--- src/rtl/softmax_r2b_sched.sv ---
// Drains row-wise softmax units into the R2B converter in ascending row order, tile by tile.
// Optional watchdog on stalled rows/handshakes is built when SOFTMAX_SCHED_WDOG_EN is defined.
//
// state    | meaning
// IDLE     | scheduler parked, waiting for en
// WAIT_ROW | waiting for row_done of the current row
// STREAM   | presenting tiles of the current row to R2B
// CLEAR    | one-cycle release pulse to the drained row
module softmax_r2b_sched #(
  parameter int NUM_ROWS       = 4,
  parameter int NUM_TILES      = 2,
  parameter int TIMEOUT_CYCLES = 1024
) (
  input  logic                                         clk,
  input  logic                                         rst_n,
  input  logic                                         en,
  input  logic [NUM_ROWS-1:0]                          row_done,
  input  logic                                         r2b_ready,
  output logic                                         r2b_valid,
  output logic                                         r2b_last,
  output logic [$clog2(NUM_ROWS)-1:0]                  row_sel,
  output logic [((NUM_TILES > 1) ? $clog2(NUM_TILES) : 1)-1:0] tile_sel,
  output logic [NUM_ROWS-1:0]                          row_clear,
  output logic                                         busy,
  output logic [15:0]                                  slice_cnt,
  output logic                                         wdog_err
);

  localparam int ROW_W  = $clog2(NUM_ROWS);
  localparam int TILE_W = (NUM_TILES > 1) ? $clog2(NUM_TILES) : 1;

  localparam logic [1:0] IDLE     = 2'd0;
  localparam logic [1:0] WAIT_ROW = 2'd1;
  localparam logic [1:0] STREAM   = 2'd2;
  localparam logic [1:0] CLEAR    = 2'd3;

  localparam logic [ROW_W-1:0]  ROW_LAST  = ROW_W'(NUM_ROWS - 1);
  localparam logic [TILE_W-1:0] TILE_LAST = TILE_W'(NUM_TILES - 1);

  logic [1:0]          state, state_nxt;
  logic [ROW_W-1:0]    row_nxt;
  logic [TILE_W-1:0]   tile_nxt;
  logic                valid_nxt;
  logic                last_nxt;
  logic [NUM_ROWS-1:0] clear_nxt;
  logic [15:0]         slice_nxt;
  logic                xfer;

  assign xfer = r2b_valid & r2b_ready;

  always_comb begin
    state_nxt = state;
    row_nxt   = row_sel;
    tile_nxt  = tile_sel;
    valid_nxt = 1'b0;
    clear_nxt = '0;
    slice_nxt = slice_cnt;
    case (state)
      IDLE: begin
        if (en) begin
          state_nxt = WAIT_ROW;
          row_nxt   = '0;
          tile_nxt  = '0;
        end
      end
      WAIT_ROW: begin
        if (row_done[row_sel]) begin
          state_nxt = STREAM;
          valid_nxt = 1'b1;
        end
      end
      STREAM: begin
        valid_nxt = 1'b1;
        if (xfer) begin
          if (tile_sel == TILE_LAST) begin
            state_nxt = CLEAR;
            valid_nxt = 1'b0;
            tile_nxt  = '0;
            clear_nxt = NUM_ROWS'(1) << row_sel;
          end else begin
            tile_nxt = tile_sel + TILE_W'(1);
          end
        end
      end
      CLEAR: begin
        if (row_sel == ROW_LAST) begin
          row_nxt   = '0;
          slice_nxt = slice_cnt + 16'd1;
          state_nxt = en ? WAIT_ROW : IDLE;
        end else begin
          row_nxt   = row_sel + ROW_W'(1);
          state_nxt = WAIT_ROW;
        end
      end
      default: state_nxt = IDLE;
    endcase
  end

  // r2b_last is derived from next-state values so it stays a pure register output
  assign last_nxt = valid_nxt & (row_nxt == ROW_LAST) & (tile_nxt == TILE_LAST);

  always_ff @(posedge clk or negedge rst_n) begin
    if (!rst_n) begin
      state     <= IDLE;
      r2b_valid <= 1'b0;
      r2b_last  <= 1'b0;
      row_sel   <= '0;
      tile_sel  <= '0;
      row_clear <= '0;
      busy      <= 1'b0;
      slice_cnt <= '0;
    end else begin
      state     <= state_nxt;
      r2b_valid <= valid_nxt;
      r2b_last  <= last_nxt;
      row_sel   <= row_nxt;
      tile_sel  <= tile_nxt;
      row_clear <= clear_nxt;
      busy      <= (state_nxt != IDLE);
      slice_cnt <= slice_nxt;
    end
  end

`ifdef SOFTMAX_SCHED_WDOG_EN
  localparam int WD_W = $clog2(TIMEOUT_CYCLES + 1);

  logic [WD_W-1:0] wd_cnt;
  logic            wd_run;

  assign wd_run = (state == WAIT_ROW) | ((state == STREAM) & ~r2b_ready);

  // Watchdog only flags; the FSM keeps waiting so no data is dropped
  always_ff @(posedge clk or negedge rst_n) begin
    if (!rst_n) begin
      wd_cnt   <= '0;
      wdog_err <= 1'b0;
    end else if ((state_nxt != state) || xfer) begin
      wd_cnt <= '0;
    end else if (wd_run && (wd_cnt != WD_W'(TIMEOUT_CYCLES))) begin
      wd_cnt <= wd_cnt + WD_W'(1);
      if (wd_cnt == WD_W'(TIMEOUT_CYCLES - 1)) wdog_err <= 1'b1;
    end
  end
`else
  assign wdog_err = 1'b0;
`endif

endmodule

--- config.mk ---
export PLATFORM = sky130hd
export DESIGN_NAME = softmax_r2b_sched
export DESIGN_NICKNAME = d
export VERILOG_FILES = /design/src/rtl/softmax_r2b_sched.sv
export SDC_FILE = /design/constraint.sdc
export NUM_CORES = 1
export LEC_CHECK = 0
export CAP_MARGIN = 20
export CORE_ASPECT_RATIO = 1.5
export CORE_MARGIN = 5
export CORE_UTILIZATION = 30
export CTS_CLUSTER_DIAMETER = 150
export DETAILED_ROUTE_END_ITERATION = 10
export PLACE_DENSITY = 0.56
export SETUP_SLACK_MARGIN = 0.15
export SYNTH_ARGS = -nofsm -noshare
export SYNTH_HDL_FRONTEND = slang
export SYNTH_SLANG_ARGS = --single-unit
--- constraint.sdc ---
create_clock -name clk -period 3 [get_ports clk]
set_clock_uncertainty 0.15 [all_clocks]
set_input_delay 0.75 -clock clk [delete_from_list [all_inputs] [get_ports clk]]
set_output_delay 0.75 -clock clk [all_outputs]
set_load 0.01 [all_outputs]
==> results of run 1 <==
==> cells in the mapped netlist, drive strengths merged (2+ instances only) <==
master	count	area (sq um)
nand2b	4	25.02
and2	6	37.54
and3	2	12.51
a22o	3	26.28
a21oi	2	13.76
xor2	5	43.79
nand3	5	42.54
nor2	7	33.78
ha	10	125.1
nand2	6	22.52
o21ai	2	10.01
mux2i	2	20.02
nand4	6	50.04
and4	4	35.03
nor2b	2	12.51
xnor2	10	87.58
dfrtp	28	700.7
inv	5	18.77
==> where the power goes <==
| part | total, mW | internal [mW] | switching, mW |
|---|---|---|---|
| logic | 0.313 | 0.152 | 0.161 |
| clock network | 0.199 | 0.0899 | 0.109 |
| registers | 0.457 | 0.413 | 0.0437 |
==> sequential cells by signal, indices dropped and copies added, names as in the netlist <==
name,flops
slice_cnt,16
row_clear,4
row_sel,2
state,2
busy,1
r2b_last,1
r2b_valid,1
tile_sel,1
==> cell type report <==
class | count | share of cell area (%)
clock buffer | 3 | 2.219
inverter | 5 | 1.009
multi-input combinational | 85 | 36.65
sequential | 28 | 37.66
tap | 64 | 4.304
timing repair buffer | 34 | 18.16
==> worst reg2reg max path: stages (launching register included) <==
cell	delay [ns]
sky130_fd_sc_hd__dfrtp_1	0.52
sky130_fd_sc_hd__ha_1	0.36
sky130_fd_sc_hd__nand4_2	0.21
sky130_fd_sc_hd__nor3_4	0.23
sky130_fd_sc_hd__nand4_1	0.15
sky130_fd_sc_hd__xnor2_1	0.15
==> kinds of logic after synthesis <==
logic type / count (synthesis)
XOR/XNOR: 15
buffers and inverters: 6
flip-flops: 28
other: 1
AND/OR/NAND/NOR: 43
multiplexers: 3
AO/OA/AOI/OAI: 13
adder cells (fa/ha/maj): 10
==> worst paths after layout <==
kind / from / to / slack, ns / cells past startpoint
min: slice_cnt[15] / slice_cnt[15] / 0.33 / 1
min reg2reg: slice_cnt[15] / slice_cnt[15] / 0.33 / 1
max reg2reg: row_sel[1] / slice_cnt[13] / 1.12 / 5
max in group asynchronous: rst_n / row_clear[3] / 1.73 / 2
min in group asynchronous: rst_n / slice_cnt[0] / 0.69 / 2
max: row_sel[1] / row_sel[1] / 0.71 / 1
==> metrics by stage <==
step	utilization, %	std cells
after floorplan	-	119
after global placement	40.06	216
after detailed placement	40.06	216
after CTS	40.96	219
after global routing	40.96	219
final	40.96	219
==> metal layers <==
metal	share of wire, %	global-route usage, %	up-vias
met5	0	0	-
met4	1.1	4.068	0
met1	42	11.24	485
met2	51	16.99	19
met3	5.2	2.275	2
li1	-	-	485
==> flow_results.org, run 1 <==
** STA
- RSZ-0062 raised after global routing :: no
- Post-route clock period utilization :: 76.34%
- For the finished layout, the period the worst path requires is 2.290 ns.
- Number of endpoints failing setup at the final stage :: 0
- Least setup slack across all paths after layout :: 0.7098 ns
- The count of final max-slew check failures came to 0.
- Setup total negative slack on the finished layout was measured at 0 ns.
- The hold violation count in the final report is 0.
- Hold slack :: 0.3315 ns
- F_max :: 436.6 MHz

** GRT
- Tot GR Track Use :: 9.759%
- Via count of the first global-routing pass :: 1066
- Entering global routing, the biggest net connects 29 pins.
- The number of antenna violations at the first check in global routing came to 0.
- The total overflow left after global routing is 0.
- Global-route wire length before repair :: 4747 microns

** Detailed routing
- Final WL :: 2758 microns
- Dividing the detail-routed wire length by the instance count gives 12.59 microns.
- Once detail routing completed, the nets flagged for antenna violations numbered 0.
- The final route contains 991 vias.
- Pre-antenna DRT Iters :: 2
- After detailed routing, the number of vias per cell comes to 4.525.
- Initial detailed-routing violation count :: 9
- For this run, design rule violations remaining after detail routing come to 0.

** Logic synthesis
- Number of synthesized register bits :: 28
- Simple-gate area share of the yosys netlist :: 20.43%
- For this run, the leading register cell type out of synthesis is sky130_fd_sc_hd__dfrtp_1.
- Xor/xnor share of the synthesized area :: 9.325%
- In the synthesized netlist the async set-or-reset flop fraction comes to 100.0%.
- Average size of a mapped cell :: 11.84 sq um
- Number of enable-type register cells in the synthesized netlist :: 0
- Sequential fraction of the synthesis area :: 49.73%
- Yosys mapped the design onto 33 distinct sky130hd cell types.
- Syn Inst Count :: 119
- Yosys printed 0 warnings.
- Counting every net in the synthesized netlist gives 137.
- Measured against the total synthesized area, the mux share comes to 2.220%.
- After Yosys synthesis, full adders, half adders and majority gates account for 8.881% of the synthesized area.
- Netlist Area Pre-Place :: 1409 sq um
- Combinational family with the most area after synthesis :: simple AND/OR/NAND/NOR gates
- Summing the areas of all compound-gate instances in the mapped netlist gives 7.282% of the synthesized area.

** Min path
- Min-Delay Path Class :: register to register

** Placed design
- In this run the cell area measured after placement is 1819 sq um.
- At the placement stage, the worst setup path has a slack of 0.7244 ns.
- Routability-driven placement finished with a final weighted congestion of 0.8264.
- Post-DP HPWL :: 2154 microns
- Input and output buffers added on the ports amount to 33.

** Worst setup path
- Among all stages on the critical path, the largest delay is contributed by sky130_fd_sc_hd__clkdlybuf4s50_1.
- STA classifies the critical path endpoint as an output port.
- The number of buffers and inverters on the critical path is 1.
- Type of origin of the critical path :: register
- Maximum net fanout on the critical path :: 7
- Setup CP Type :: register to output port
- Critical path's top delay family :: buffers and inverters
- Crit path DAT :: 1.39 ns
- Traced cell by cell, the critical path runs through clkdlybuf4s50_1.
- The largest single stage delay on the critical path is 0.60 ns.
- For the worst setup path, the data required time is 2.10 ns.

** Floorplanning
- The die covers 6195 sq um.
- Floorplan die width :: 65.96 microns
- I/O pin total :: 35
- For this configuration, the core starts out at a cell density of 31.02%.
- Number of rows in the core area :: 30
- Die Y-Extent :: 93.93 microns
- The core region is 4542 sq um.

** Layout
- Leading cell types in the layout, fill and taps excluded :: sky130_fd_sc_hd__clkdlybuf4s50_1 (33), sky130_fd_sc_hd__dfrtp_1 (28), sky130_fd_sc_hd__xnor2_1 (10), sky130_fd_sc_hd__ha_1 (10)
- Layout fillers :: 463
- Share of post-route cells with drive strength above 1 :: 8.387%
- Compared with the post-synthesis result, the final layout area differs by 32.06%.
- After routing the design area is 1861 sq um.
- Sequential cell area :: 700.7 sq um
- # diodes :: 0
- Summing all multi-input logic gate instances after layout gives 681.9 sq um.
- Most frequent standard cell in the layout excluding fill and tap cells :: sky130_fd_sc_hd__clkdlybuf4s50_1
- The final layout contains 175 nets.

** Clocking
- In this run, post-CTS hold repair placed 0 buffers.
- The clock passes through at most 2 buffers.
- Gates resized during post-CTS repair numbered 0.
- Clock insertion delay at the later pin of the skew report :: 0.27 ns
- Clock-pin slew was measured on the worst setup and hold paths at 0.09 ns.
- Cell at the root of the clock tree :: sky130_fd_sc_hd__clkbuf_8
- In this run the post-CTS setup repair buffer count came out at 0.
- TritonCTS created 3 clock buffers.
- CTS H-tree lvls :: 1
- The clock drives 28 sinks.
- TritonCTS built the clock tree.

** Power
- Leakage power :: 0.8396 nW
- Post-route total power :: 0.9683 mW
- VDD sags by at most 0.2941 mV.
- Cell Pwr Density :: 520.4 nW/um^2

** Status
- The run finished with clean final reports.

** Job
- Reported max-cap violation count :: 0
(Power assumes the default switching activity.)
==> run 2, diff against run 1 <==
- clock period: 3 -> 2.2 ns (I/O delays scaled with it)
==> flow_results.org, run 2 (synthesis results as in run 1) <==
** STA
- Number of endpoints failing setup at the final stage :: 0 (unchanged)
- Final max-slew violation count :: 0 (unchanged)
- The minimum setup slack in the final design was 0.2016 ns (was 0.7098 ns).
- Hold slack :: 0.3329 ns (was 0.3315 ns)
- RSZ-0062 raised after global routing :: no (unchanged)
- Final critical-path required period :: 1.998 ns
- The hold violation count in the final report came to 0 (unchanged).
- Final TNS setup :: 0 ns (unchanged)
- Dividing the final minimum period by the clock period gives 90.84%.
- F_max :: 500.4 MHz

** Layout
- Share of post-route cells with drive strength above 1 :: 12.90% (was 8.387%)
- # diodes :: 0 (unchanged)
- Layout fillers :: 466 (was 463)
- The post-layout utilization of the core came to 41.16% (was 40.96%).
- The largest register by flop count is slice_cnt (unchanged).
- The area added between synthesis and finish was 32.68% (was 32.06%).
- Sequential cell area :: 709.4 sq um (was 700.7 sq um)
- Registers with the most flip-flops :: slice_cnt: 16 flops, row_clear: 4 flops (unchanged)
- The flip-flop count of the largest register, all copies and words added was 16 (unchanged).
- The area taken by multi-input logic gates came to 681.9 sq um (unchanged).
- The commonest non-fill, non-tap cell in the layout was sky130_fd_sc_hd__clkdlybuf4s50_1 (unchanged).
- Leading cell types in the layout, fill and taps excluded: sky130_fd_sc_hd__clkdlybuf4s50_1 (33), sky130_fd_sc_hd__dfrtp_1 (21), sky130_fd_sc_hd__xnor2_1 (10), sky130_fd_sc_hd__ha_1 (10), sky130_fd_sc_hd__dfrtp_2 (7) (was sky130_fd_sc_hd__clkdlybuf4s50_1 (33), sky130_fd_sc_hd__dfrtp_1 (28), sky130_fd_sc_hd__xnor2_1 (10), sky130_fd_sc_hd__ha_1 (10)).
- The final layout net count is 175 (unchanged).

** Worst setup path
- CP cell instances: clkdlybuf4s50_1 (unchanged).
- The register-to-register setup slack is 0.33 ns (was 1.12 ns).
- The critical path capture point type was an output port (unchanged).
- Type of origin of the critical path :: register (unchanged)
- The cell type of the slowest stage on the worst timing path was sky130_fd_sc_hd__clkdlybuf4s50_1 (unchanged).
- Critical register-to-register path startpoint :: state[0] (was row_sel[1])
- Setup CP Type :: register to output port (unchanged)
- Capture instance of the worst register-to-register path :: busy (was slice_cnt[13])
- The worst reg-to-reg path cell count is 6 (was 5).
- Required time worst endpoint :: 1.50 ns (was 2.10 ns)
- The largest driver fanout on the critical path was 7 (unchanged).
- The data arrival time at the worst-slack endpoint came to 1.30 ns (was 1.39 ns).
- Critical path's top delay family :: buffers and inverters (unchanged)
- The highest cell delay on the worst timing path was 0.57 ns (was 0.60 ns).
- The combined buffer and inverter count along the critical path came to 1 (unchanged).

** Power
- Design internal power :: 0.8962 mW (was 0.6553 mW)
- The total leakage power came to 0.8280 nW (was 0.8396 nW).
- Cell Pwr Density :: 707.6 nW/um^2 (was 520.4 nW/um^2)
- The peak ir drop on the vdd network is 0.4027 mV (was 0.2941 mV).
- Gate power share :: 32.3% (about the same)
- Post-route total power :: 1.323 mW (was 0.9683 mW)
- The switching power summed over all nets is 0.4265 mW (was 0.3130 mW).
- Power share of the clock group :: 20.4% (was 20.5%)
- The switching power share of the total was 32.25% (was 32.32%).
- Proportion of power drawn by flip-flops and latches :: 47.3% (was 47.2%)

** Clocking
- The number of hold buffers added after CTS was 0 (unchanged).
- Bufs on Longest Clock Path :: 2 (unchanged)
- Clock tree sinks :: 28 (unchanged)
- Clock buffer count from CTS :: 3 (unchanged)
- CTS tree :: yes (unchanged)
- CTS H-tree lvls :: 1 (unchanged)
- The number of cells upsized or downsized after cts was 4 (was 0).
- The setup fix buffers added after clock tree synthesis was 0 (unchanged).
- The cell at the root of the clock tree was sky130_fd_sc_hd__clkbuf_8 (unchanged).
- The register clock-pin slew on the reported worst setup and hold paths was 0.09 ns (about the same).
- The insertion delay to the later sink of the worst-skew pair came to 0.27 ns (about the same).

** Detailed routing
- Post-detailed-route count of antenna-violating nets :: 0 (unchanged)
- The detailed router's first-iteration violation count is 9 (unchanged).
- The iteration count of the initial detailed-routing pass came to 3 (was 2).
- The detailed-route vias per instance is 4.530 (was 4.525).
- The total routed wirelength was 2776 microns (was 2758 microns).
- Vias :: 992 (was 991)
- The DRC violation count after routing is 0 (unchanged).
- Mean routed wirelength per cell :: 12.68 microns (was 12.59 microns)

** Floorplanning
- Floorplan die width :: 65.96 microns (unchanged)
- I/O pin total :: 35 (unchanged)
- The placement row count is 30 (unchanged).
- The initial cell density of the core was 31.02% (unchanged).
- The vertical die dimension is 93.93 microns (unchanged).
- The die area is 6195 sq um (unchanged).
- The floorplan core area was 4542 sq um (unchanged).

** Placed design
- The count of input and output buffers was 33 (unchanged).
- The setup slack at placement is 0.1244 ns (was 0.7244 ns).
- Final weighted congestion of routability-driven global placement :: 0.8264 (unchanged)
- The half-perimeter wire length of the detailed placement result was 2154 microns (unchanged).

** Min path
- Worst min-delay path startpoint :: slice_cnt[15] (unchanged)
- Min-Delay Path Class :: register to register (unchanged)
- The worst-case hold path end point was slice_cnt[15] (unchanged).
- The instance count along the most critical hold path was 1 (unchanged).

** GRT
- Tot GR Track Use :: 9.759% (unchanged)
- The number of antenna violations at the first check in global routing came to 0 (unchanged).
- The residual overflow from global routing came to 0 (unchanged).
- The wire length of the first global-routing pass is 4747 microns (unchanged).
- The via count of the first global-routing pass is 1066 (unchanged).
- Largest net degree at the start of global routing :: 29 (unchanged)

** Job
- Reported max-cap violation count :: 0 (unchanged)

** Status
- Run status: finished clean (unchanged).
-- run 2: cell count changes in the layout (fill, tap and decap cells not counted) --
| cell | before | now |
|---|---|---|
| sky130_fd_sc_hd__dfrtp_1 | 28 | 21 |
| sky130_fd_sc_hd__dfrtp_2 | 0 | 7 |
-- run 2: worst max-delay path by stage --
stage                      start      endpoint  slack, ns  cells after the start
floorplan             row_sel[1]          busy       0.49                      5
global placement       r2b_ready          busy       0.16                      5
detailed placement     r2b_ready          busy       0.12                      5
CTS                 slice_cnt[2]  slice_cnt[2]       0.17                      1
global route          row_sel[1]    row_sel[1]       0.15                      1
finish                row_sel[1]    row_sel[1]       0.20                      1
-- run 2: final cells by class --
class | count | area share (%)
clock buffer | 3 | 2.209
inverter | 5 | 1.004
timing repair buffer | 34 | 18.07
sequential | 28 | 37.95
tap | 64 | 4.284
multi-input combinational | 85 | 36.48
-- run 2: per-layer routing --
metal	GRT usage, %	share of wire, %	routed length, microns
met1	11.24	43	1185
met2	16.99	51	1417
met3	2.275	5.2	143
met4	4.068	1.0	29
met5	0	0	0
-- run 2: per-stage QoR --
step	cells	area (sq um)
3_3_place_gp	216	1819
3_5_place_dp	216	1819
4_1_cts	219	1866
2_1_floorplan	119	1409
5_1_grt	219	1869
6_report	219	1869
-- run 2: power groups by stage --
stage / registers, mW / logic, mW / clock network [mW]
2_1_floorplan: 0.635 / 0.263 / 0
3_3_place_gp: 0.633 / 0.427 / 0
3_5_place_dp: 0.634 / 0.429 / 0
4_1_cts: 0.627 / 0.433 / 0.289
5_1_grt: 0.636 / 0.486 / 0.303
6_report: 0.626 / 0.427 / 0.270
